==> src/rtl/cla_pkg.sv <==
// Shared definitions for the multiword CLA sequencer: FSM encoding and counter sizing.
package cla_pkg;

  typedef enum logic [1:0] {
    ST_IDLE = 2'd0,
    ST_RUN  = 2'd1,
    ST_DONE = 2'd2
  } state_t;

  // Bits needed to count 0..v-1; never less than one bit.
  function automatic int clog2(input int v);
    int r;
    r = 0;
    while ((1 << r) < v) r++;
    return (r < 1) ? 1 : r;
  endfunction

endpackage

==> src/rtl/cla_multiword_sequencer_cla.sv <==
// Purely combinational WIDTH-bit carry look-ahead adder shared by the sequencer.
module behave_4bit_carry_lookahead_adder_parameter #(
  parameter int WIDTH = 4
) (
  input  logic [WIDTH-1:0] A,
  input  logic [WIDTH-1:0] B,
  input  logic             Cin,
  output logic [WIDTH-1:0] Sum,
  output logic             Cout
);

  logic [WIDTH-1:0] w_g, w_p;
  logic [WIDTH:0]   w_c;

  assign w_g = A & B;
  assign w_p = A ^ B;

  // Each carry is expanded from g/p/Cin directly, so no carry depends on another.
  always_comb begin
    logic acc;
    w_c    = '0;
    w_c[0] = Cin;
    for (int i = 0; i < WIDTH; i++) begin
      acc = Cin;
      for (int j = 0; j <= i; j++) acc = w_g[j] | (w_p[j] & acc);
      w_c[i+1] = acc;
    end
  end

  assign Sum  = w_p ^ w_c[WIDTH-1:0];
  assign Cout = w_c[WIDTH];

endmodule

==> src/rtl/cla_multiword_sequencer.sv <==
// Wide add/subtract built by pushing WIDTH-bit words, LSW first, through one shared CLA.
module cla_multiword_sequencer
  import cla_pkg::*;
#(
  parameter int WIDTH = 8,
  parameter int WORDS = 4
) (
  input  logic                   clk,
  input  logic                   rst,
  input  logic                   start,
  input  logic                   Sub,
  input  logic [WIDTH*WORDS-1:0] A,
  input  logic [WIDTH*WORDS-1:0] B,
  input  logic                   C_in,
  output logic                   busy,
  output logic                   done,
  output logic [WIDTH*WORDS-1:0] S,
  output logic                   C_out,
  output logic                   OVF
);

  localparam int N  = WIDTH * WORDS;
  localparam int CW = clog2(WORDS);

  state_t           r_state;
  logic [N-1:0]     r_a_sh, r_b_sh;
  logic             r_carry;
  logic [CW-1:0]    r_cnt;

  logic [WIDTH-1:0] w_sum;
  logic             w_cout;
  logic             w_accept;
  logic             w_last;

  behave_4bit_carry_lookahead_adder_parameter #(.WIDTH(WIDTH)) u_cla (
    .A    (r_a_sh[WIDTH-1:0]),
    .B    (r_b_sh[WIDTH-1:0]),
    .Cin  (r_carry),
    .Sum  (w_sum),
    .Cout (w_cout)
  );

  assign w_accept = start && (r_state != ST_RUN);
  assign w_last   = (r_cnt == CW'(WORDS - 1));

  always_ff @(posedge clk or posedge rst) begin
    if (rst) begin
      r_state <= ST_IDLE;
      r_a_sh  <= '0;
      r_b_sh  <= '0;
      r_carry <= 1'b0;
      r_cnt   <= '0;
      busy    <= 1'b0;
      done    <= 1'b0;
      S       <= '0;
      C_out   <= 1'b0;
      OVF     <= 1'b0;
    end else if (w_accept) begin
      // Subtract is A + ~B + 1; the forced carry replaces C_in.
      r_a_sh  <= A;
      r_b_sh  <= Sub ? ~B : B;
      r_carry <= Sub ? 1'b1 : C_in;
      r_cnt   <= '0;
      S       <= '0;
      C_out   <= 1'b0;
      OVF     <= 1'b0;
      busy    <= 1'b1;
      done    <= 1'b0;
      r_state <= ST_RUN;
    end else begin
      case (r_state)
        ST_RUN: begin
          S       <= {w_sum, S[N-1:WIDTH]};
          r_a_sh  <= r_a_sh >> WIDTH;
          r_b_sh  <= r_b_sh >> WIDTH;
          r_carry <= w_cout;
          r_cnt   <= r_cnt + CW'(1);
          if (w_last) begin
            C_out   <= w_cout;
            OVF     <= (r_a_sh[WIDTH-1] == r_b_sh[WIDTH-1]) && (w_sum[WIDTH-1] != r_a_sh[WIDTH-1]);
            busy    <= 1'b0;
            done    <= 1'b1;
            r_state <= ST_DONE;
          end
        end
        ST_DONE: begin
          done    <= 1'b0;
          r_state <= ST_IDLE;
        end
        default: begin
          done    <= 1'b0;
          r_state <= ST_IDLE;
        end
      endcase
    end
  end

endmodule

==> config.mk <==
export PLATFORM = sky130hd
export DESIGN_NAME = cla_multiword_sequencer
export DESIGN_NICKNAME = d
export VERILOG_FILES = /design/src/rtl/cla_pkg.sv /design/src/rtl/cla_multiword_sequencer_cla.sv /design/src/rtl/cla_multiword_sequencer.sv
export SDC_FILE = /design/constraint.sdc
export NUM_CORES = 1
export LEC_CHECK = 0
export CAP_MARGIN = 20
export CORE_MARGIN = 2
export CORE_UTILIZATION = 39
export CTS_BUF_LIST = sky130_fd_sc_hd__clkbuf_2 sky130_fd_sc_hd__clkbuf_4 sky130_fd_sc_hd__clkbuf_8
export DETAILED_ROUTE_END_ITERATION = 16
export DONT_BUFFER_PORTS = 1
export HOLD_SLACK_MARGIN = 0.06
export PLACE_DENSITY_LB_ADDON = 0.25
export SETUP_SLACK_MARGIN = 0.02
export SYNTH_ARGS = -nofsm -noshare
export SYNTH_HDL_FRONTEND = slang
export SYNTH_SLANG_ARGS = --single-unit
==> constraint.sdc <==
create_clock -name clk -period 4.1 [get_ports clk]
set_input_delay 1.025 -clock clk [delete_from_list [all_inputs] [get_ports clk]]
set_output_delay 1.025 -clock clk [all_outputs]
set_load 0.02 [all_outputs]
==> results of run 1 <==
==> what timing repair did <==
action	CTS	global route
gates cloned	0	0
pin swaps	2	2
resized for setup	4	3
buffers inserted	1	0
setup endpoints to repair	1	1
==> worst paths after layout <==
| check | from | to | slack [ps] |
|---|---|---|---|
| max | r_a_sh[0] | OVF | 140 |
| min | r_a_sh[31] | r_a_sh[23] | 490 |
| max reg2reg | r_a_sh[0] | OVF | 140 |
| min reg2reg | r_a_sh[31] | r_a_sh[23] | 490 |
| max in group asynchronous | rst | S[3] | 2590 |
| min in group asynchronous | rst | S[6] | 710 |
==> metal layers <==
| metal | global-route usage, % | up-vias |
|---|---|---|
| li1 | - | 1559 |
| met1 | 21.8 | 1557 |
| met5 | 0 | - |
| met2 | 22.7 | 88 |
| met4 | 6.33 | 0 |
| met3 | 5.21 | 14 |
==> cells by family after synthesis <==
family                     Yosys count
and+or+nand+nor                    150
DFF                                104
AOI/OAI and AO/OA                   77
muxes                               58
buffers and inverters               55
xor gates and xnor gates            33
adders and majority gates           10
==> cell usage in the layout (no fill, tap or decap), drive strengths merged <==
cell type and instances:
nand2b 1, nand3b 33, and2 1, nor3b 1, inv 17, a22o 1
fa 8, bufinv 1, o21ai 66, ha 2, buf 9, clkinvlp 1
xnor2 9, a21oi 9, a32o 1, nor2b 1, clkbuf 13, nand2 102
nor2 11, xor2 24, mux2 1, mux2i 57, dfrtp 104
==> layout make-up <==
| type | instances | share of cell area (%) |
|---|---|---|
| Sequential cell | 104 | 48.6 |
| Multi-Input combinational cell | 328 | 40.5 |
| Tap cell | 172 | 4.01 |
| Clock buffer | 13 | 3.22 |
| Timing Repair Buffer | 9 | 1.73 |
| Inverter | 17 | 1.24 |
| Clock inverter | 2 | 0.700 |
==> worst reg2reg max path, delay by kind of cell, from the launching register on <==
family	cells	cell delay, ps
fa+ha+maj	8	2960
xor+xnor	1	170
flops	1	360
simple gates	1	50
compound gates	1	190
buf+inv	2	130
==> synth_stat cells, drive strengths merged <==
library cell and n:
buf 29, nand2b 1, nor2 11, a21oi 9, nor2b 1, inv 17
a32o 1, dfrtp 104, nand2 102, nand3b 33, xor2 24, ha 2
mux2i 57, xnor2 9, clkbuf 9, fa 8, nor3b 1, a22o 1
o21ai 66, and2 1, mux2 1
==> sequential cells by signal (all words and copies together) (netlist names) <==
signal / count
C_out: 1
S: 32
r_b_sh: 32
r_state: 2
r_carry: 1
OVF: 1
r_cnt: 2
r_a_sh: 32
busy: 1
==> metrics by stage <==
stage | instance area [um2] | hold slack (ps) | util [%] | setup WS [ps]
global route | 5360 | 527 | 42.3 | 37.4
CTS | 5320 | 496 | 41.9 | 20.0
detailed placement | 5090 | 472 | 40.2 | -179
global placement | 5090 | 468 | 40.2 | -55.5
floorplan | 5090 | 449 | - | 69.3
finish | 5360 | 491 | 42.3 | 142
==> report_power, final <==
group          switching (mW)  total, mW  internal (mW)
Combinational           0.747       1.26          0.511
Sequential              0.486       1.94           1.46
Clock                   0.345      0.681          0.337
==> results.json, run 1 <==
{
  "port_buffers": 0,
  "post-route-min-period_ps": 3960,
  "yosys_warnings": 0,
  "dp_hpwl_mm": 6.90,
  "finClkSkew_ps": 12.4,
  "cts_root_buffer": "clkbuf_8",
  "via_count": 3218,
  "worstSkewPairLatency_ps": 380,
  "cp.arrival_ps": 4220,
  "cts_inserted_buffers": 9,
  "synth_top_family_by_area": "simple AND/OR/NAND/NOR gates",
  "post-route-drc-count": 0,
  "synth_fa_ha_area_share_pct": 3.64,
  "cts_tree": "yes",
  "p_per_area_mw_per_mm2": 724,
  "yosysTopAreaCellShare_pct": 51.1,
  "h-tree-depth": 3,
  "num_rows": 41,
  "setup_violations": 0,
  "final_hold_viol_count": 0,
  "cp-end-kind": "register",
  "seqCellArea_mm2": 0.00260,
  "cts.sinks": 104,
  "wl_met1_mm": 4.97,
  "ir_drop_uv": 258,
  "ys_seq_elements": 104,
  "cp_cell_sequence": "inv_1 > fa_2 > fa_2 > fa_1 > fa_2 > fa_2 > fa_2 > fa_2 > inv_2 > fa_1 > xnor2_1 > nor2_1 > a22o_1",
  "hold_buffers": 0,
  "outcome": "completed",
  "crit_family": "adder cells",
  "seq_area_frac_synth_pct": 51.1,
  "dieArea_mm2": 0.0140,
  "layoutNonFillerInstCount": 645,
  "critPathBufInv": 2,
  "multi_input_area_mm2": 0.00217,
  "drive_gt1_share_pct": 7.40,
  "cp_common_cell": "fa_2",
  "yosysTopAreaCell": "dfrtp_1",
  "antenna_found_initial": 0,
  "grt_usage_pct": 15.8,
  "die-height_um": 118,
  "maxCapViolCount": 0,
  "finalWirelength_mm": 10.6,
  "relSlewSlack_pct": 36.2,
  "grt_max_degree": 112,
  "synth_area_leaders": "dfrtp_1, mux2i_1, nand2_1",
  "syn_inst": 487,
  "start_kind": "register",
  "n_antenna_cell": 0,
  "die_w_um": 118,
  "grt_pass1_wl_mm": 17.5,
  "crit_fanout": 2,
  "ys_types": 26,
  "syn-num-nets": 566,
  "clk_pin_slew_worst_paths_ps": 90,
  "avgRoutedWirePerCell_um": 16.5,
  "hold_path_depth": 2,
  "synth_compound_area_share_pct": 7.74,
  "antenna_left": 0,
  "tightest_slew_ps": 957,
  "drtIter0Drc": 221,
  "rsz0062_at_grt": "false",
  "finalMaxSlewViolations": 0,
  "place_inst": 627,
  "worst_r2r_path_depth": 13,
  "synthMuxAreaShare_pct": 11.4,
  "fmax_mhz": 253,
  "fillers": 1265,
  "worstPathRequired_ps": 4360,
  "gr-total-overflow": 0,
  "maxUsedRoutingLayer": "met4",
  "max_stage_delay_ps": 440,
  "wl_met2_mm": 4.66,
  "cp_slowest_cell": "fa_1",
  "firstDrtPassIters": 4,
  "coreArea_mm2": 0.0127,
  "hold_path.class": "register to register",
  "power.leakage_nw": 2.54,
  "num-nets-final": 548,
  "route.met3.wl_um": 824,
  "area_delta_synth_final_pct": 5.28,
  "synth-xor-area-share_pct": 5.68,
  "initial_core_util_pct": 40.2,
  "setup_tns_ps": 0,
  "clockBufferDepth": 2,
  "grt_pass1_vias": 3249,
  "io_pins": 105,
  "finalPower_mw": 3.88,
  "critPathKind": "register to register",
  "via_per_inst": 4.99,
  "synth_simple_gate_area_share_pct": 13.8,
  "gp_congestion": 0.711,
  "syn-cell-area_mm2": 0.00509,
  "fin_crit_sh_pct": 96.5,
  "avgSynthCellArea_um2": 10.5,
  "cp.depth": 13
}
Note: power is estimated with default switching activity, not from simulation.
==> run 2, diff against run 1 <==
Settings changed: MAX_ROUTING_LAYER from default to met4, SKIP_CTS_REPAIR_TIMING from default to 1.
==> run 2 against run 1 <==
Hold slack worse by 2.3 ps. Critical path depth unchanged. Sequential cell count did not move. First-iteration DRC count down 6.8%. Clock power barely moved. Total power fell by 0.28%. Sequential share of layout area is 0.11 points higher. Clock skew rose by 1.4 ps. Combinational power is essentially flat. Die area unchanged. Via count increased by 0.16%. Utilization decreased by 0.099 points. Critical path type unchanged.
==> results.json, run 2 (same netlist as run 1, synthesis figures left out) <==
{
  "clockBufferDepth": 2,
  "worst_r2r_path_depth": 13,
  "via_count": 3223,
  "critPathKind": "register to register",
  "power.leakage_nw": 2.53,
  "grtUsageMet3_pct": 4.44,
  "cp.arrival_ps": 4230,
  "finClkSkew_ps": 13.8,
  "cp-end-kind": "register",
  "fin_crit_sh_pct": 96.7,
  "avgRoutedWirePerCell_um": 16.6,
  "layoutNonFillerInstCount": 644,
  "initial_core_util_pct": 40.2,
  "post-route-drc-count": 0,
  "setup_violations": 0,
  "gp_congestion": 0.719,
  "drtIter0Drc": 206,
  "grt_pass1_vias": 3232,
  "die_w_um": 118,
  "die-height_um": 118,
  "fmax_mhz": 252,
  "cts_tree": "yes",
  "grtUsageMet2_pct": 22.5,
  "n_antenna_cell": 0,
  "post-route-min-period_ps": 3960,
  "hold_path_depth": 2,
  "cts.sinks": 104,
  "layout_commonest_cell": "dfrtp_1",
  "dp_hpwl_mm": 6.90,
  "met1_usage_pct": 22.5,
  "drive_gt1_share_pct": 7.20,
  "coreArea_mm2": 0.0127,
  "h-tree-depth": 3,
  "cp_slowest_cell": "fa_1",
  "tightest_slew_ps": 1060,
  "cts_inserted_buffers": 9,
  "reg2reg_from": "r_a_sh[0]",
  "max_stage_delay_ps": 420,
  "p_per_area_mw_per_mm2": 724,
  "grt_max_degree": 112,
  "crit_fanout": 2,
  "finalMaxSlewViolations": 0,
  "worstSkewPairLatency_ps": 380,
  "reg2reg_slack_ps": 140,
  "reg_top3": "S x32, r_a_sh x32, r_b_sh x32",
  "antenna_left": 0,
  "final_cell_mix": "dfrtp_1, nand2_1, mux2i_1",
  "maxCapViolCount": 0,
  "cp_common_cell": "fa_2",
  "timing.rr.end": "OVF",
  "port_buffers": 0,
  "outcome": "completed",
  "worstPathRequired_ps": 4370,
  "final_core_util_pct": 42.2,
  "num_rows": 41,
  "holdCritStartpoint": "r_a_sh[22]",
  "final_hold_viol_count": 0,
  "start_kind": "register",
  "clk_pin_slew_worst_paths_ps": 90,
  "dieArea_mm2": 0.0140,
  "antenna_found_initial": 0,
  "relSlewSlack_pct": 29.7,
  "firstDrtPassIters": 4,
  "gr-total-overflow": 0,
  "via_per_inst": 5.00,
  "finalWirelength_mm": 10.7,
  "holdPathEnd": "r_a_sh[14]",
  "cp_cell_sequence": "inv_1 > fa_2 > fa_2 > fa_1 > fa_2 > fa_2 > fa_2 > fa_2 > inv_2 > fa_1 > xnor2_1 > nor2_1 > a22o_1",
  "area_delta_synth_final_pct": 5.04,
  "num-nets-final": 547,
  "grt_pass1_wl_mm": 17.4,
  "io_pins": 105,
  "top_usage_layer": "met2",
  "grt_usage_pct": 16.2,
  "place_inst": 627,
  "ir_drop_uv": 261,
  "cts_root_buffer": "clkbuf_8",
  "rsz0062_at_grt": "false",
  "hold_path.class": "register to register"
}
-- run 2: cell count changes in the layout (fill, tap and decap cells not counted), sizes merged --
cell | previous run | this run
buf | 9 | 8
-- run 2: worst max-delay path, delay by kind of cell (launching register included) --
kind	cells	cell delay [ps]
and+or+nand+nor	1	50
adders and majority gates	8	2940
xor gates and xnor gates	1	190
DFF	1	350
AOI/OAI and AO/OA	1	190
buffers and inverters	2	140
-- run 2: worst max path at each step --
| stage | cells after the start | from | end |
|---|---|---|---|
| floorplan | 13 | r_a_sh[0] | OVF |
| CTS | 13 | r_a_sh[0] | OVF |
| global route | 13 | r_a_sh[0] | OVF |
| detailed placement | 13 | r_a_sh[0] | OVF |
| finish | 13 | r_a_sh[0] | OVF |
| global placement | 13 | r_a_sh[0] | OVF |
-- run 2: power by group --
part	internal, mW	switching [mW]	total (mW)
Sequential	1.46	0.485	1.94
Combinational	0.499	0.747	1.25
Clock	0.337	0.347	0.684
Total	2.29	1.58	3.87
-- run 2: cell type report --
cell class / count / area, um2
clock buffers: 13 / 173
clock inverters: 2 / 37.5
fillers: 1266 / 7320
inverters: 17 / 66.3
multi-input cells: 328 / 2170
flip-flops and latches: 104 / 2600
well taps: 172 / 215
repair buffers: 8 / 80.1
-- run 2: routing by layer --
| layer | routed length (um) | share of wire, % |
|---|---|---|
| met5 | 0 | 0 |
| met4 | 210 | 2.0 |
| met3 | 674 | 6.3 |
| met2 | 4660 | 44 |
| met1 | 5150 | 48 |
-- run 2: stage by stage --
| step | TNS, ps | worst slack (ps) | cell area [um2] | power [mW] | hold slack [ps] |
|---|---|---|---|---|---|
| finish | 0 | 135 | 5350 | 3.87 | 489 |
| floorplan | 0 | 69.3 | 5090 | 2.91 | 449 |
| global route | 0 | 45.8 | 5350 | 4.21 | 527 |
| global placement | -55.5 | -55.5 | 5090 | 3.11 | 468 |
| detailed placement | -179 | -179 | 5090 | 3.16 | 472 |
| CTS | -177 | -177 | 5300 | 3.85 | 496 |
==> variant (settings of run 2) <==
Make the reset (`rst`) synchronous in one clocked block.
--- a/src/rtl/cla_multiword_sequencer.sv
+++ b/src/rtl/cla_multiword_sequencer.sv
@@ -45,3 +45,3 @@
 
-  always_ff @(posedge clk or posedge rst) begin
+  always_ff @(posedge clk) begin
     if (rst) begin
Formal check against the unedited RTL: differs if rst is asserted again (counterexample within 4 cycles, from zero or initial values and one cycle with rst high); with rst held inactive, the same outputs for 10 cycles.
==> variant against run 2 <==
- area after synthesis shrank 5.1%
- first-iteration DRC count is 2.4% higher
- worst hold slack worse by 0.028 ns
- sequential cell count is the same
- final area fell by 7.4%
- setup slack improved by 0.041 ns
- global-route usage down 0.39 points
- cell count increased by 2.6%
- wire length decreased by 4.8%
- clock skew fell by 0.0041 ns
- maximum frequency is 1.1% higher
- critical path type unchanged
Power is not compared: it rests on default switching activity, and its combinational part moved more than twofold at a synthesized area within 25%.
==> variant: results (changes against run 2) <==
status completed; mux share of post-synthesis cell area 6.63% (-4.8 points); fraction of registers with async set/reset 0% (-100 points); CP peak stage delay 0.44 ns (+0.02 ns); CP Capture Point OVF; hold slack 0.461 ns (-0.0279 ns); Post-Synth XOR/XNOR Area 6.16% (+0.49 points); M2 GR Usage 24.1% (+1.6 points); GRT Util Overall 15.8% (-0.39 points); antenna fix cells 0 (unchanged); input/output buffers 0 (unchanged); M1 wire length 4.56 mm (-11%); clk_lat worst skew 0.38 ns (about the same); vias in the first global route 3061 (-5.3%); NumNets Final 567 (+3.7%); post-synthesis cell count 519 (+6.6%); FMAX 255 MHz (+1.1%); DR WL met3 807 um (+20%); Synth cell types 29 (+12%); met2 WL 4.70 mm (+0.99%); synth top area cells dfxtp_1, nand2_1, mux2i_1, a21oi_2, xnor2_1; drt wl/cell 15.4 um (-7.2%); most frequent cells after synthesis dfxtp_1, nand2_1, nor2_1, a21oi_2, xnor2_1; Leak approximately 1.8 nW; GP Congestion 0.827 (+15%); register area share after synthesis 43.1% (-8.0 points); Synth Area in Adders 3.83% (+0.20 points); share of layout cells above drive strength 1 14.0% (+6.8 points); largest net degree at the start of global routing 101 (-9.8%); met3 usage 6.80% (+2.4 points); cell family with most CP delay adder cells; complex-gate fraction of the synthesized area 19.4% (+12 points); FF-to-FF setup slack 0.18 ns (+0.04 ns); total wire length 10.2 mm (-4.8%); Setup Slack @ Placement -0.0820 ns (+0.0972 ns); Initial DRC Count 211 (+2.4%); Net Count, Synth 598 (+5.7%); r2r worst-path depth 14 (+1); iteration count of the initial detailed-routing pass 4 (unchanged); Reg-to-Reg Start r_b_sh[0]; Vias/cell 4.89 (-2.2%); Clock Skew 0.00969 ns (-0.00407 ns); CTS H-tree depth 3 (unchanged); Cell Area, Placed 4740 sq um (-6.9%); Max Slew Vio Count 0 (unchanged); max_slew headroom 32.9% (+3.2 points); Hold Crit Start r_b_sh[30]; Max IR drop VDD approximately 0.00028 V; clock buffers created by TritonCTS 9 (unchanged); first-pass GRT wire length 15.6 mm (-10%); Arr. time, crit path 4.23 ns (about the same); Critical-path top delay cell fa_1; Post-synth top flop dfxtp_1; WHS Endpoint r_b_sh[22]; Top Registers S (32), r_a_sh (32), r_b_sh (32); max layer used met4; met1 Usage GRT 19.3% (-3.2 points); DP Wirelength 6.89 mm (-0.17%); largest family of logic cells by synthesized area compound AO/OA/AOI/OAI gates; Cells after DPL 644 (+2.7%)
-- variant: cell count changes in the layout (fill, tap and decap cells not counted), moves of 25 or more --
| cell | run 2 | this run |
|---|---|---|
| o21ai_0 | 37 | 0 |
| a211oi_1 | 0 | 32 |
| o21ai_1 | 29 | 0 |
| dfrtp_1 | 104 | 0 |
| nor2_1 | 11 | 67 |
| nand3b_1 | 33 | 1 |
| mux2i_1 | 57 | 32 |
| dfxtp_1 | 0 | 104 |
| a21oi_2 | 0 | 35 |
-- variant: layout make-up --
cell class,count,area [sq um]
Multi-Input combinational cell,362,2410
Inverter,7,26.3
Timing Repair Buffer,4,30.0
Clock inverter,6,60.1
Tap cell,168,210
Sequential cell,104,2080
Fill cell,1234,7110
Clock buffer,10,131
-- variant: power by group --
group | internal (W) | switching (W) | leakage (nW) | total, W
registers | 0.00107 | 0.0000513 | 0.853 | 0.00112
logic | 0.000121 | 0.000135 | 0.824 | 0.000256
clock network | 0.000286 | 0.000343 | 0.0955 | 0.000629
